$ cat src/rtl/disp_frame_pkg.sv
// Shared constants and types for the display frame transmitter.
// Holds the frame header, payload length, FSM state type, flags layout
// and the packed snapshot record whose field order is the payload order.
package disp_frame_pkg;

   localparam logic [7:0] FRAME_HDR   = 8'hA5;
   localparam int         PAYLOAD_LEN = 62;
   localparam int         CNT_W       = 6;
   localparam logic [CNT_W-1:0] PAYLOAD_LAST = CNT_W'(PAYLOAD_LEN - 1);

   typedef enum logic [1:0] {
      IDLE,
      HEADER,
      PAYLOAD,
      CHECKSUM
   } state_t;

   // Control flags byte: {4'b0, RegWrite, MemtoReg, Branch, MemWrite}
   typedef struct packed {
      logic [3:0] rsvd;
      logic       reg_write;
      logic       mem_to_reg;
      logic       branch;
      logic       mem_write;
   } flags_t;

   // Field order matches transmit order: the most significant byte of the
   // flattened record is payload byte 0.
   typedef struct packed {
      logic [7:0]        led;
      logic [7:0]        seg;
      logic [7:0]        pc;
      logic [31:0]       instr;
      logic [7:0]        src_a;
      logic [7:0]        src_b;
      logic [7:0]        alu_result;
      logic [7:0]        result;
      logic [7:0]        write_data;
      logic [7:0]        read_data;
      flags_t            flags;
      logic [0:31][7:0]  regs;
      logic [63:0]       lcd_a;
      logic [63:0]       lcd_b;
   } snap_t;

   localparam int SNAP_BITS = $bits(snap_t);

   function automatic flags_t make_flags(input logic reg_write,
                                         input logic mem_to_reg,
                                         input logic branch,
                                         input logic mem_write);
      flags_t f;
      f            = '0;
      f.reg_write  = reg_write;
      f.mem_to_reg = mem_to_reg;
      f.branch     = branch;
      f.mem_write  = mem_write;
      return f;
   endfunction

endpackage

$ cat src/rtl/disp_frame_if.sv
// Byte-stream handshake between the frame transmitter and the host sink.
interface disp_frame_if;
   logic [7:0] tx_data;
   logic       tx_valid;
   logic       tx_ready;
   logic       tx_sof;
   logic       tx_eof;

   modport master (output tx_data, output tx_valid, output tx_sof,
                   output tx_eof, input tx_ready);
   modport slave  (input tx_data, input tx_valid, input tx_sof,
                   input tx_eof, output tx_ready);
endinterface

$ cat src/rtl/disp_frame_bytesel.sv
// Combinational payload byte selector: picks byte byte_idx (0..61) out of
// the snapshot record. Indices past the payload read as zero.
import disp_frame_pkg::*;

module disp_frame_bytesel (
   input  snap_t               snap,
   input  logic [CNT_W-1:0]    byte_idx,
   output logic [7:0]          byte_out
);

   logic [SNAP_BITS-1:0] flat;
   logic [7:0]           byte_tbl [0:(1<<CNT_W)-1];

   assign flat = snap;

   genvar gi;
   generate
      for (gi = 0; gi < (1 << CNT_W); gi++) begin : g_tbl
         if (gi < PAYLOAD_LEN) begin : g_byte
            assign byte_tbl[gi] = flat[SNAP_BITS-1-8*gi -: 8];
         end else begin : g_pad
            assign byte_tbl[gi] = 8'h00;
         end
      end
   endgenerate

   assign byte_out = byte_tbl[byte_idx];

endmodule

$ cat src/rtl/disp_frame_tx.sv
// Display frame transmitter: on request, snapshots the datapath display
// values and streams a 64-byte frame (header, 62 payload bytes, XOR
// checksum) over a valid/ready byte interface. Requests that arrive while
// a frame is in flight collapse into one follow-on frame.
import disp_frame_pkg::*;

module disp_frame_tx #(
   parameter int NBITS_TOP   = 8,
   parameter int NREGS_TOP   = 32,
   parameter int NBITS_LCD   = 64,
   parameter int NBITS_INSTR = 32
) (
   input  logic                   clk_2,
   input  logic                   rst_n,
   input  logic                   frame_req,
   input  logic [NBITS_TOP-1:0]   LED,
   input  logic [NBITS_TOP-1:0]   SEG,
   input  logic [NBITS_TOP-1:0]   lcd_pc,
   input  logic [NBITS_INSTR-1:0] lcd_instruction,
   input  logic [NBITS_TOP-1:0]   lcd_SrcA,
   input  logic [NBITS_TOP-1:0]   lcd_SrcB,
   input  logic [NBITS_TOP-1:0]   lcd_ALUResult,
   input  logic [NBITS_TOP-1:0]   lcd_Result,
   input  logic [NBITS_TOP-1:0]   lcd_WriteData,
   input  logic [NBITS_TOP-1:0]   lcd_ReadData,
   input  logic                   lcd_MemWrite,
   input  logic                   lcd_Branch,
   input  logic                   lcd_MemtoReg,
   input  logic                   lcd_RegWrite,
   input  logic [NBITS_TOP-1:0]   lcd_registrador [0:NREGS_TOP-1],
   input  logic [NBITS_LCD-1:0]   lcd_a,
   input  logic [NBITS_LCD-1:0]   lcd_b,
   disp_frame_if.master           tx,
   output logic                   busy
);

   state_t             state_reg, state_next;
   snap_t              snap_reg, live_snap;
   logic [CNT_W-1:0]   cnt_reg;
   logic [7:0]         cksum_reg;
   logic               pending_reg;

   logic [0:NREGS_TOP-1][NBITS_TOP-1:0] live_regs;
   logic [7:0]         payload_byte;
   logic               take_snap;
   logic               payload_accept;
   logic [7:0]         data_c;
   logic               valid_c, sof_c, eof_c;

   genvar gi;
   generate
      for (gi = 0; gi < NREGS_TOP; gi++) begin : g_regs
         assign live_regs[gi] = lcd_registrador[gi];
      end
   endgenerate

   // Assemble the live input values into snapshot layout
   always_comb begin
      live_snap            = '0;
      live_snap.led        = LED;
      live_snap.seg        = SEG;
      live_snap.pc         = lcd_pc;
      live_snap.instr      = lcd_instruction;
      live_snap.src_a      = lcd_SrcA;
      live_snap.src_b      = lcd_SrcB;
      live_snap.alu_result = lcd_ALUResult;
      live_snap.result     = lcd_Result;
      live_snap.write_data = lcd_WriteData;
      live_snap.read_data  = lcd_ReadData;
      live_snap.flags      = make_flags(lcd_RegWrite, lcd_MemtoReg,
                                        lcd_Branch, lcd_MemWrite);
      live_snap.regs       = live_regs;
      live_snap.lcd_a      = lcd_a;
      live_snap.lcd_b      = lcd_b;
   end

   disp_frame_bytesel u_bytesel (
      .snap     (snap_reg),
      .byte_idx (cnt_reg),
      .byte_out (payload_byte)
   );

   // State register; reset aborts any frame in flight
   always_ff @(posedge clk_2 or negedge rst_n) begin
      if (!rst_n) begin
         state_reg <= IDLE;
      end else begin
         state_reg <= state_next;
      end
   end

   // Next state and stream outputs; outputs depend only on registered
   // state so they stay stable while the sink stalls
   always_comb begin
      state_next = state_reg;
      take_snap  = 1'b0;
      data_c     = 8'h00;
      valid_c    = 1'b0;
      sof_c      = 1'b0;
      eof_c      = 1'b0;
      case (state_reg)
         IDLE: begin
            if (frame_req) begin
               state_next = HEADER;
               take_snap  = 1'b1;
            end
         end
         HEADER: begin
            valid_c = 1'b1;
            sof_c   = 1'b1;
            data_c  = FRAME_HDR;
            if (tx.tx_ready) begin
               state_next = PAYLOAD;
            end
         end
         PAYLOAD: begin
            valid_c = 1'b1;
            data_c  = payload_byte;
            if (tx.tx_ready && (cnt_reg == PAYLOAD_LAST)) begin
               state_next = CHECKSUM;
            end
         end
         CHECKSUM: begin
            valid_c = 1'b1;
            eof_c   = 1'b1;
            data_c  = cksum_reg;
            if (tx.tx_ready) begin
               // A request in this very cycle still counts as pending
               if (pending_reg || frame_req) begin
                  state_next = HEADER;
                  take_snap  = 1'b1;
               end else begin
                  state_next = IDLE;
               end
            end
         end
         default: state_next = IDLE;
      endcase
   end

   assign payload_accept = (state_reg == PAYLOAD) && tx.tx_ready;

   // Snapshot, byte counter, running checksum and pending-request flag
   always_ff @(posedge clk_2 or negedge rst_n) begin
      if (!rst_n) begin
         snap_reg    <= '0;
         cnt_reg     <= '0;
         cksum_reg   <= 8'h00;
         pending_reg <= 1'b0;
      end else begin
         if (take_snap) begin
            snap_reg  <= live_snap;
            cnt_reg   <= '0;
            cksum_reg <= 8'h00;
         end else if (payload_accept) begin
            // Fold in only accepted bytes so stalls never double-count
            cksum_reg <= cksum_reg ^ payload_byte;
            if (cnt_reg != PAYLOAD_LAST) begin
               cnt_reg <= cnt_reg + CNT_W'(1);
            end
         end
         if (take_snap) begin
            pending_reg <= 1'b0;
         end else if (frame_req && (state_reg != IDLE)) begin
            pending_reg <= 1'b1;
         end
      end
   end

   assign tx.tx_data  = data_c;
   assign tx.tx_valid = valid_c;
   assign tx.tx_sof   = sof_c;
   assign tx.tx_eof   = eof_c;
   assign busy        = (state_reg != IDLE);

endmodule
$ cat src/flat_wrapper.sv
// flat-port wrapper written by rule: the top's interface ports become plain ports
module disp_frame_tx_flat 
#(
   parameter int NBITS_TOP   = 8,
   parameter int NREGS_TOP   = 32,
   parameter int NBITS_LCD   = 64,
   parameter int NBITS_INSTR = 32
)
  (clk_2, rst_n, frame_req, LED, SEG, lcd_pc, lcd_instruction, lcd_SrcA, lcd_SrcB, lcd_ALUResult, lcd_Result, lcd_WriteData, lcd_ReadData, lcd_MemWrite, lcd_Branch, lcd_MemtoReg, lcd_RegWrite, lcd_registrador, lcd_a, lcd_b, busy, tx_tx_data, tx_tx_valid, tx_tx_sof, tx_tx_eof, tx_tx_ready);
  disp_frame_if tx_i ();
  input  logic clk_2;
  input  logic rst_n;
  input  logic frame_req;
  input  logic [NBITS_TOP-1:0] LED;
  input  logic [NBITS_TOP-1:0] SEG;
  input  logic [NBITS_TOP-1:0] lcd_pc;
  input  logic [NBITS_INSTR-1:0] lcd_instruction;
  input  logic [NBITS_TOP-1:0] lcd_SrcA;
  input  logic [NBITS_TOP-1:0] lcd_SrcB;
  input  logic [NBITS_TOP-1:0] lcd_ALUResult;
  input  logic [NBITS_TOP-1:0] lcd_Result;
  input  logic [NBITS_TOP-1:0] lcd_WriteData;
  input  logic [NBITS_TOP-1:0] lcd_ReadData;
  input  logic lcd_MemWrite;
  input  logic lcd_Branch;
  input  logic lcd_MemtoReg;
  input  logic lcd_RegWrite;
  input  logic [NBITS_TOP-1:0] lcd_registrador[0:NREGS_TOP-1];
  input  logic [NBITS_LCD-1:0] lcd_a;
  input  logic [NBITS_LCD-1:0] lcd_b;
  output logic busy;
  output wire logic [$bits(tx_i.tx_data)-1:0] tx_tx_data;
  output wire logic [$bits(tx_i.tx_valid)-1:0] tx_tx_valid;
  output wire logic [$bits(tx_i.tx_sof)-1:0] tx_tx_sof;
  output wire logic [$bits(tx_i.tx_eof)-1:0] tx_tx_eof;
  input wire logic [$bits(tx_i.tx_ready)-1:0] tx_tx_ready;
  assign tx_tx_data = tx_i.tx_data;
  assign tx_tx_valid = tx_i.tx_valid;
  assign tx_tx_sof = tx_i.tx_sof;
  assign tx_tx_eof = tx_i.tx_eof;
  assign tx_i.tx_ready = tx_tx_ready;
  disp_frame_tx #(.NBITS_TOP(NBITS_TOP), .NREGS_TOP(NREGS_TOP), .NBITS_LCD(NBITS_LCD), .NBITS_INSTR(NBITS_INSTR)) u_core (.clk_2(clk_2), .rst_n(rst_n), .frame_req(frame_req), .LED(LED), .SEG(SEG), .lcd_pc(lcd_pc), .lcd_instruction(lcd_instruction), .lcd_SrcA(lcd_SrcA), .lcd_SrcB(lcd_SrcB), .lcd_ALUResult(lcd_ALUResult), .lcd_Result(lcd_Result), .lcd_WriteData(lcd_WriteData), .lcd_ReadData(lcd_ReadData), .lcd_MemWrite(lcd_MemWrite), .lcd_Branch(lcd_Branch), .lcd_MemtoReg(lcd_MemtoReg), .lcd_RegWrite(lcd_RegWrite), .lcd_registrador(lcd_registrador), .lcd_a(lcd_a), .lcd_b(lcd_b), .tx(tx_i), .busy(busy));
endmodule
$ cat config.mk
export PLATFORM = sky130hd
export DESIGN_NAME = disp_frame_tx_flat
export DESIGN_NICKNAME = d
export VERILOG_FILES = /design/src/rtl/disp_frame_pkg.sv /design/src/rtl/disp_frame_if.sv /design/src/rtl/disp_frame_bytesel.sv /design/src/rtl/disp_frame_tx.sv /design/src/flat_wrapper.sv
export SDC_FILE = /design/constraint.sdc
export NUM_CORES = 1
export LEC_CHECK = 0
export CAP_MARGIN = 20
export CORE_ASPECT_RATIO = 1.25
export CORE_MARGIN = 2
export CORE_UTILIZATION = 29
export CTS_CLUSTER_DIAMETER = 80
export CTS_CLUSTER_SIZE = 8
export DETAILED_ROUTE_END_ITERATION = 12
export PLACE_DENSITY_LB_ADDON = 0.05
export SETUP_SLACK_MARGIN = 0.5
export SLEW_MARGIN = 20
export SYNTH_ARGS = -nofsm -noshare
export SYNTH_HDL_FRONTEND = slang
export SYNTH_SLANG_ARGS = --single-unit
$ cat constraint.sdc
create_clock -name clk_2 -period 2.8 [get_ports clk_2]
set_input_delay 0.42 -clock clk_2 [delete_from_list [all_inputs] [get_ports clk_2]]
set_output_delay 0.42 -clock clk_2 [all_outputs]
set_load 0.01 [all_outputs]
-- Yosys cells after proc, flatten, opt, wreduce, memory -nomap -nowiden
Cells that the tools add are included.
- register bits after elaboration: 509
- latch bits: 0
- RAM bits: 0
- bits in read-only memories: 0
- output and inout bits: 12
- memories kept: 0
- add/subtract/negate cells: 1
- $mul: 0
- div/mod/pow operators: 0
- order comparisons: 1
- equal/unequal tests: 9
- shifts and indexed selects: 0
- muxes and demuxes: 24
- bitwise operators: 2
- reductions and logical operators: 12
- operators by type and width (operator ; number):
    $bmux W8 S6 ; 1
    $mux W8 ; 4
    $pmux W8 S3 ; 1
    $mux W6 ; 3
    $mux W1 ; 9
    $mux W2 ; 4
    $pmux W2 S4 ; 1
    $reduce_bool A2 Y1 ; 4
    $xor A8 B8 Y8 ; 1
    $ge A7 B7 Y1 const B ; 1
    $not A6 Y7 ; 1
    $add A6 B1 Y6 const B ; 1
    $eq A6 B6 Y1 const B ; 1
    $ne A2 B2 Y1 const B ; 3
    $ne A6 B6 Y1 const B ; 1
    $eq A2 B2 Y1 const B ; 2
    $reduce_and A4 Y1 ; 1
    $logic_and A1 B1 Y1 ; 3
    $reduce_or A3 Y1 ; 1
    $eq A2 B1 Y1 const B ; 1
    $logic_not A2 Y1 ; 1
    $ne A2 B1 Y1 const B ; 1
    $pmux W1 S2 ; 1
    $reduce_and A2 Y1 ; 1
    $logic_or A1 B1 Y1 ; 1

-- Logic depth before layout (Yosys ltp)
Gate-level depths: netlist (run 1).
- depth in word-level cells: 7
- mapped depth: 11

-- Modules after synthesis
From an unflattened synthesis (run 1), not the netlist that was laid out.
- cells, all modules: 1467
- area total of the unflattened synthesis: 24684.9 sq um
- by module, submodules not included (module ; times used ; cells each ; area each (sq um) ; seq. area each (sq um)):
    disp_frame_tx ; 1 ; 1151 ; 20567.2 ; 12737.2
    disp_frame_bytesel ; 1 ; 316 ; 4117.7 ; 0.0

-- Worst setup path before layout (run 1)
OpenSTA, ideal clock, no wires.
- kind: register to output
- start: register u_core.cnt_reg[0]
- end: output port tx_tx_data[4]
- data arrival time: 2.110 ns
- data required time: 2.380 ns
- setup slack: 0.270 ns
- stages on the path, launching flop included: 10
- buffers on the path: 3
- path through: dfrtp_1 buf_6 buf_12 buf_12 mux4_2 mux2i_1 nor2_1 a311oi_2 o22ai_1 a32o_1
- word-level cells in the longest chain between the ends: 5
- RTL lines (item ; RTL line ; text):
    start, declared ; disp_frame_tx.sv:39 ; logic [CNT_W-1:0] cnt_reg;
    start signal, assigned ; disp_frame_tx.sv:159 ; cnt_reg <= cnt_reg + CNT_W'(1);
    $not A6 Y7 (not written as such) ; disp_frame_bytesel.sv:27 ; assign byte_out = byte_tbl[byte_idx];
    $bmux W8 S6 ; disp_frame_bytesel.sv:27 ;
    $mux W8 (not written as such) (2 in a row) ; disp_frame_bytesel.sv:27 ;
    $pmux W8 S3 ; disp_frame_tx.sv:101 ; case (state_reg)
    end, declared ; flat_wrapper.sv:32 ; output wire logic [$bits(tx_i.tx_data)-1:0] tx_tx_data;
No other way between the ends. The select of a mux whose other input is x is not followed.

-- Final worst setup path (run 1)
- start: register u_core.cnt_reg[0]
- end: output port tx_tx_data[2]
The elaborated chain is that of the path after synthesis.

==> flow_metrics.env, run 1 <==
export IMPL_final_hold_violation_count=0
export IMPL_p_leak_nw=16.6
export IMPL_vias=20800
export IMPL_core_area_sq_mm=0.0817
export IMPL_numCtsBuffers=73
export IMPL_cts_buffer_depth=3
export IMPL_grt_pass1_wl_mm=142
export IMPL_yosysSeqAreaShare=0.531
export IMPL_cp_slowest_cell="mux4_2"
export IMPL_critPathMaxFanout=7
export IMPL_viasPerCell=4.75
export IMPL_cp_end_kind="output pin"
export IMPL_worst_slew_pin_slew_ns=0.756
export IMPL_dp_cells=4244
export IMPL_portBuffers=507
export IMPL_async_reset_ff_frac=1.00
export IMPL_cts_clk_slew_worst_paths_ns=0.06
export IMPL_place_congestion=0.880
export IMPL_drive_gt1_frac=0.150
export IMPL_wl_mm=97.4
export IMPL_rsz0062_at_grt="yes"
export IMPL_grt_max_degree=90
export IMPL_area_growth_pct=43.3
export IMPL_drv_cap=0
export IMPL_start_util=0.294
export IMPL_htree_levels=3
export IMPL_synth_fp_nets=3147
export IMPL_cts_root_buf="clkbuf_16"
export IMPL_die_area_sq_mm=0.0850
export IMPL_path_class="flip-flop to output pin"
export IMPL_critical_path_top_delay_family="multiplexers"
export IMPL_slew_headroom=0.496
export IMPL_largest_reg_flops=492
export IMPL_fin_util=0.421
export IMPL_clock_fmax_mhz=285
export IMPL_synthFlopType="dfrtp_1"
export IMPL_cts_num_sinks=509
export IMPL_die_w_um=261
export IMPL_start_kind="flip-flop"
export IMPL_drt_initial_drc_count=1425
export IMPL_cts_tree="built"
export IMPL_setup_viol=8
export IMPL_highest_layer="met5"
export IMPL_grt_overflow=0
export IMPL_p_per_area_mw_per_mm2=1150
export IMPL_firstDrtPassIters=7
export IMPL_worstPathCellList="buf_12 > buf_8 > mux4_2 > mux2i_1 > buf_4 > nor3_2 > or3_4 > a2bb2oi_2 > o22ai_2 > buf_6"
export IMPL_wl_met2_mm=47.4
export IMPL_arrival_ns=3.09
export IMPL_stdcell_count=4374
export IMPL_finalSetupTns_ns=-5.21
export IMPL_drt_wirelength_per_cell_um=22.3
export IMPL_rows=117
export IMPL_final_antenna_net_count=0
export IMPL_grt_pass1_vias=22200
export IMPL_period_share=1.26
export IMPL_finalClockSkew_ns=0.0226
export IMPL_dp_hpwl_mm=74.0
export IMPL_power_mw=39.5
export IMPL_path_buf_inv=4
export IMPL_synth_cell_types=66
export IMPL_clk_latency_ns=0.62
export IMPL_antenna_found_initial=4
export IMPL_hold_class="input port to flip-flop"
export IMPL_status="finished, violations left"
export IMPL_synth_edff_count=0
export IMPL_synth_area_sq_mm=0.0240
export IMPL_die_h_um=326
export IMPL_grt_total_usage=0.225
export IMPL_required_ns=2.38
export IMPL_final_cell_mix="nand2_1 (1,517), dfrtp_1 (504), clkdlybuf4s50_1 (494)"
export IMPL_met1Wirelength_mm=41.9
export IMPL_synth_warnings=0
export IMPL_synth_seq_cells=509
export IMPL_violations="setup timing"
export IMPL_syn_inst=2644
export IMPL_final_nets=3794
export IMPL_slew_violations=0
export IMPL_io_pins=508
export IMPL_period_needed_ns=3.51
export IMPL_irDropWorstVdd_uv=417
export IMPL_layout_setup_ws_ns=-0.715
export IMPL_cpPeakStageDelay_ns=0.49
export IMPL_drc=0
export IMPL_wl_met3_mm=4.88
export IMPL_final_common_cell="nand2_1"
export IMPL_syn_avg_cell_area_sq_um=9.07
==> worst register-to-register path, delay by kind of cell (launching register included) <==
kind	cells	cell delay, ns
AO/OA/AOI/OAI	4	0.89
buffers and inverters	5	0.72
flip-flops	1	0.53
multiplexers	1	0.24
AND/OR/NAND/NOR	1	0.24
==> power breakdown <==
group,switching [mW],internal (mW)
Sequential,2.24,10.9
Clock,3.27,4.76
Combinational,10.2,8.12
Total,15.7,23.8
==> synth_stat cells (all sizes together), types with 4 or more instances <==
cell,instances,area (sq um)
nand4,4,25.0
buf,67,544
a311oi,7,80.1
a221oi,10,87.6
a22oi,11,82.6
o22ai,24,150
mux4,72,1700
a21oi,15,78.8
dfrtp,509,12700
nand2b,14,87.6
and3,5,31.3
nor2b,10,62.6
or3,8,50.1
nor2,26,97.6
mux2,23,263
inv,10,37.5
a22o,4,35.0
a2111oi,4,37.5
a211oi,16,120
nand2,1521,5710
mux2i,87,871
clkbuf,97,365
o31ai,8,60.1
o21ai,25,125
nor3,9,45.0
a31oi,6,37.5
ha,7,87.6
==> per-layer routing <==
metal | vias up | global-route usage
met5 | - | 0.00964
met4 | 4 | 0.0777
met3 | 129 | 0.0376
met2 | 611 | 0.376
met1 | 10200 | 0.292
li1 | 9844 | -
==> timing repair <==
item | 4_1_cts | 5_1_grt
setup endpoints to repair | 454 | 397
gates resized for setup | 112 | 54
endpoints found under the hold margin | 55 | 0
pin swaps | 13 | 14
cloned | 1 | 6
setup buffers | 16 | 19
hold buffers | 1 | 0
==> stage by stage <==
stage               area [sq um]  setup WS [ns]  hold slack, ns
floorplan                  24000          0.285           0.124
global placement           31400         -0.667           0.451
detailed placement         31400         -0.631           0.457
CTS                        33800         -0.763           0.303
global route               34400         -0.824           0.323
finish                     34400         -0.715           0.333
==> path summary, 6_finish.rpt <==
check                                      from                    to  slack, ns  cells past startpoint
hold reg to reg            u_core.snap_reg[446]  u_core.snap_reg[446]       0.47                      2
setup reg to reg              u_core.cnt_reg[0]   u_core.cksum_reg[2]       0.09                     11
setup / recovery              u_core.cnt_reg[0]         tx_tx_data[2]      -0.71                     10
min in group asynchronous                 rst_n  u_core.snap_reg[378]       0.40                      2
max in group asynchronous                 rst_n    u_core.snap_reg[0]       1.45                      3
hold / removal               lcd_registrador[4]  u_core.snap_reg[132]       0.33                      3
==> cell families after synthesis <==
| group | count (synthesis) | share of synthesized area |
|---|---|---|
| XOR/XNOR | 5 | 0.00183 |
| AO/OA/AOI/OAI | 156 | 0.0474 |
| multiplexers | 182 | 0.118 |
| buffers and inverters | 174 | 0.0395 |
| AND/OR/NAND/NOR | 1611 | 0.259 |
| flip-flops | 509 | 0.531 |
| adder cells (fa/ha/maj) | 7 | 0.00365 |
==> cell type report <==
type / instances / area (sq um)
fill: 8098 / 47300
timing repair buffer: 736 / 7490
antenna: 3 / 7.51
tap: 1071 / 1340
clock buffer: 79 / 1900
clock inverter: 5 / 70.1
sequential: 509 / 12800
inverter: 10 / 37.5
multi-input combinational: 1961 / 10800
No activity file was read; power rests on OpenSTA's default activity.
==> inputs of run 2 (changes only) <==
--- a/config.mk
+++ b/config.mk
@@ -18,3 +18,4 @@
 export SYNTH_ARGS = -nofsm -noshare
 export SYNTH_HDL_FRONTEND = slang
 export SYNTH_SLANG_ARGS = --single-unit
+export TNS_END_PERCENT = 30
==> constraint.sdc (replaced) <==
create_clock -name clk_2 -period 2.8 [get_ports clk_2]
set_input_delay 0.56 -clock clk_2 [delete_from_list [all_inputs] [get_ports clk_2]]
set_output_delay 0.56 -clock clk_2 [all_outputs]
set_load 0.01 [all_outputs]
==> run 2 against run 1 <==
The run still ends with setup timing left. Routed wire length up 3.6%. Highest routed layer unchanged. Critical path depth up 2. Sequential share of layout area down 1.7 points. Register-to-register slack better by 0.05 ns. Utilization up 2.0 points. Design area up 4.7%. Via count up 1.7%. Critical path type unchanged. Largest power group unchanged.
==> flow_metrics.env, run 2 (synthesis results as in run 1) <==
export IMPL_start_util=0.294
export IMPL_grt_max_degree=70
export IMPL_cp_end_kind="output pin"
export IMPL_reg2reg_from="u_core.cnt_reg[0]"
export IMPL_final_antenna_net_count=0
export IMPL_hold_path_endpoint="u_core.snap_reg[219]"
export IMPL_worst_slew_pin_slew_ns=0.792
export IMPL_grt_pass1_wl_mm=145
export IMPL_slew_violations=0
export IMPL_drive_gt1_frac=0.222
export IMPL_final_common_cell="nand2_1"
export IMPL_switching_power_mw=16.8
export IMPL_pwr_share_seq=0.316
export IMPL_fin_util=0.441
export IMPL_arrival_ns=3.15
export IMPL_numCtsBuffers=73
export IMPL_clock_fmax_mhz=269
export IMPL_hold_path_startpoint="u_core.snap_reg[219]"
export IMPL_r2r_end="u_core.cksum_reg[5]"
export IMPL_final_cell_mix="nand2_1 (1,354), dfrtp_1 (505), clkdlybuf4s50_1 (494)"
export IMPL_power_mw=42.2
export IMPL_status="finished, violations left"
export IMPL_period_needed_ns=3.71
export IMPL_cts_tree="built"
export IMPL_drc=0
export IMPL_num_antenna_cells=0
export IMPL_hold_class="flip-flop to flip-flop"
export IMPL_die_h_um=326
export IMPL_p_leak_nw=17.1
export IMPL_clk_latency_ns=0.60
export IMPL_place_congestion=0.867
export IMPL_firstDrtPassIters=5
export IMPL_power_internal_mw=25.3
export IMPL_stdcell_count=4417
export IMPL_clkPwrFrac=0.190
export IMPL_r2r_cells=11
export IMPL_critPathMaxFanout=9
export IMPL_cts_num_sinks=509
export IMPL_slew_headroom=0.466
export IMPL_core_area_sq_mm=0.0817
export IMPL_switching_share=0.399
export IMPL_dp_cells=4275
export IMPL_cts_clk_slew_worst_paths_ns=0.05
export IMPL_cts_buffer_depth=3
export IMPL_setup_viol=8
export IMPL_portBuffers=507
export IMPL_violations="setup timing"
export IMPL_whs_ns=0.464
export IMPL_io_pins=508
export IMPL_required_ns=2.24
export IMPL_dp_hpwl_mm=74.4
export IMPL_wl_mm=101
export IMPL_viasPerCell=4.79
export IMPL_finalSetupTns_ns=-6.86
export IMPL_period_share=1.33
export IMPL_cp_slowest_cell="dfrtp_4"
export IMPL_largest_reg_flops=492
export IMPL_area_growth_pct=50.1
export IMPL_nFillCells=7939
export IMPL_cts_root_buf="clkbuf_16"
export IMPL_rows=117
export IMPL_multi_input_area_sq_mm=0.0117
export IMPL_final_hold_violation_count=0
export IMPL_finalClockSkew_ns=0.0178
export IMPL_comb_power_share=0.494
export IMPL_irDropWorstVdd_uv=601
export IMPL_die_w_um=261
export IMPL_cpPeakStageDelay_ns=0.51
export IMPL_htree_levels=3
export IMPL_vias=21200
export IMPL_start_kind="flip-flop"
export IMPL_grt_pass1_vias=22600
export IMPL_rsz0062_at_grt="yes"
export IMPL_grt_overflow=0
export IMPL_final_nets=3840
export IMPL_drt_wirelength_per_cell_um=22.8
export IMPL_antenna_found_initial=1
export IMPL_die_area_sq_mm=0.0850
export IMPL_p_per_area_mw_per_mm2=1170
export IMPL_grt_total_usage=0.230
export IMPL_whs_path_depth=2
export IMPL_path_class="flip-flop to output pin"
export IMPL_worstPathCellList="buf_12 > buf_16 > buf_12 > buf_6 > mux2i_1 > a221oi_2 > buf_4 > a311oi_2 > buf_4 > a2bb2oi_2 > o22ai_2 > buf_6"
export IMPL_regToRegSetupSlack_ns=0.14
export IMPL_drt_initial_drc_count=1294
export IMPL_register_area_sq_mm=0.0127
export IMPL_drv_cap=0
export IMPL_layout_setup_ws_ns=-0.915
[run 2: critical path, delay by kind of cell, from the launching register on]
kind | cells | cell delay (ns)
AOI/OAI and AO/OA | 4 | 0.64
muxes | 1 | 0.28
DFF | 1 | 0.51
buffers and inverters | 7 | 1.12
[run 2: stage by stage]
stage	cell area (sq um)	setup slack, ns
floorplan	24000	0.145
global placement	31700	-0.886
detailed placement	31700	-0.866
CTS	34600	-0.933
global route	36000	-0.997
finish	36000	-0.915
[run 2: worst max-delay path by stage]
stage	from	to	slack [ns]	cells past startpoint
after global routing	u_core.cnt_reg[0]	tx_tx_data[2]	-1.0	10
after floorplan	u_core.cnt_reg[0]	tx_tx_data[4]	0.15	10
after detailed placement	u_core.cnt_reg[0]	tx_tx_data[7]	-0.87	9
after CTS	u_core.cnt_reg[0]	tx_tx_data[2]	-0.93	11
after global placement	u_core.cnt_reg[1]	tx_tx_data[6]	-0.89	11
final	u_core.cnt_reg[0]	tx_tx_data[0]	-0.91	12
[run 2: cell type report]
cell class              instances  area share
well taps                    1071      0.0372
clock inverters                 6     0.00209
flip-flops and latches        509       0.354
inverters                      10     0.00118
multi-input cells            1961       0.324
clock buffers                  78      0.0521
repair buffers                782       0.229
[run 2: power groups by stage]
stage / clock network [mW] / registers (mW) / logic (mW)
final: 8.02 / 13.3 / 20.8
after global routing: 8.55 / 13.7 / 22.7
after CTS: 8.25 / 13.0 / 18.9
after detailed placement: 0 / 13.1 / 17.1
after global placement: 0 / 13.1 / 16.9
after floorplan: 0 / 12.1 / 10.6
[run 2: timing repair]
item,in CTS,in global routing
endpoints found under the setup margin,439,435
hold buffers,1,0
gates resized for setup,210,301
endpoints found under the hold margin,47,0
gates cloned,6,10
buffers inserted,22,19
pin swaps,38,209
[run 2: metal layers]
metal / GRT usage / wire length [um]
met1: 0.295 / 42600
met2: 0.395 / 50600
met3: 0.0352 / 4880
met4: 0.0757 / 2820
met5: 0 / 13
==> inputs of run 3 (changes only) <==
--- a/config.mk
+++ b/config.mk
@@ -5,7 +5,6 @@
 export SDC_FILE = /design/constraint.sdc
 export NUM_CORES = 1
 export LEC_CHECK = 0
-export CAP_MARGIN = 20
 export CORE_ASPECT_RATIO = 1.25
 export CORE_MARGIN = 2
 export CORE_UTILIZATION = 29
==> results of run 3 <==
No change in the layout: final DEF, timing and power equal those of run 2.
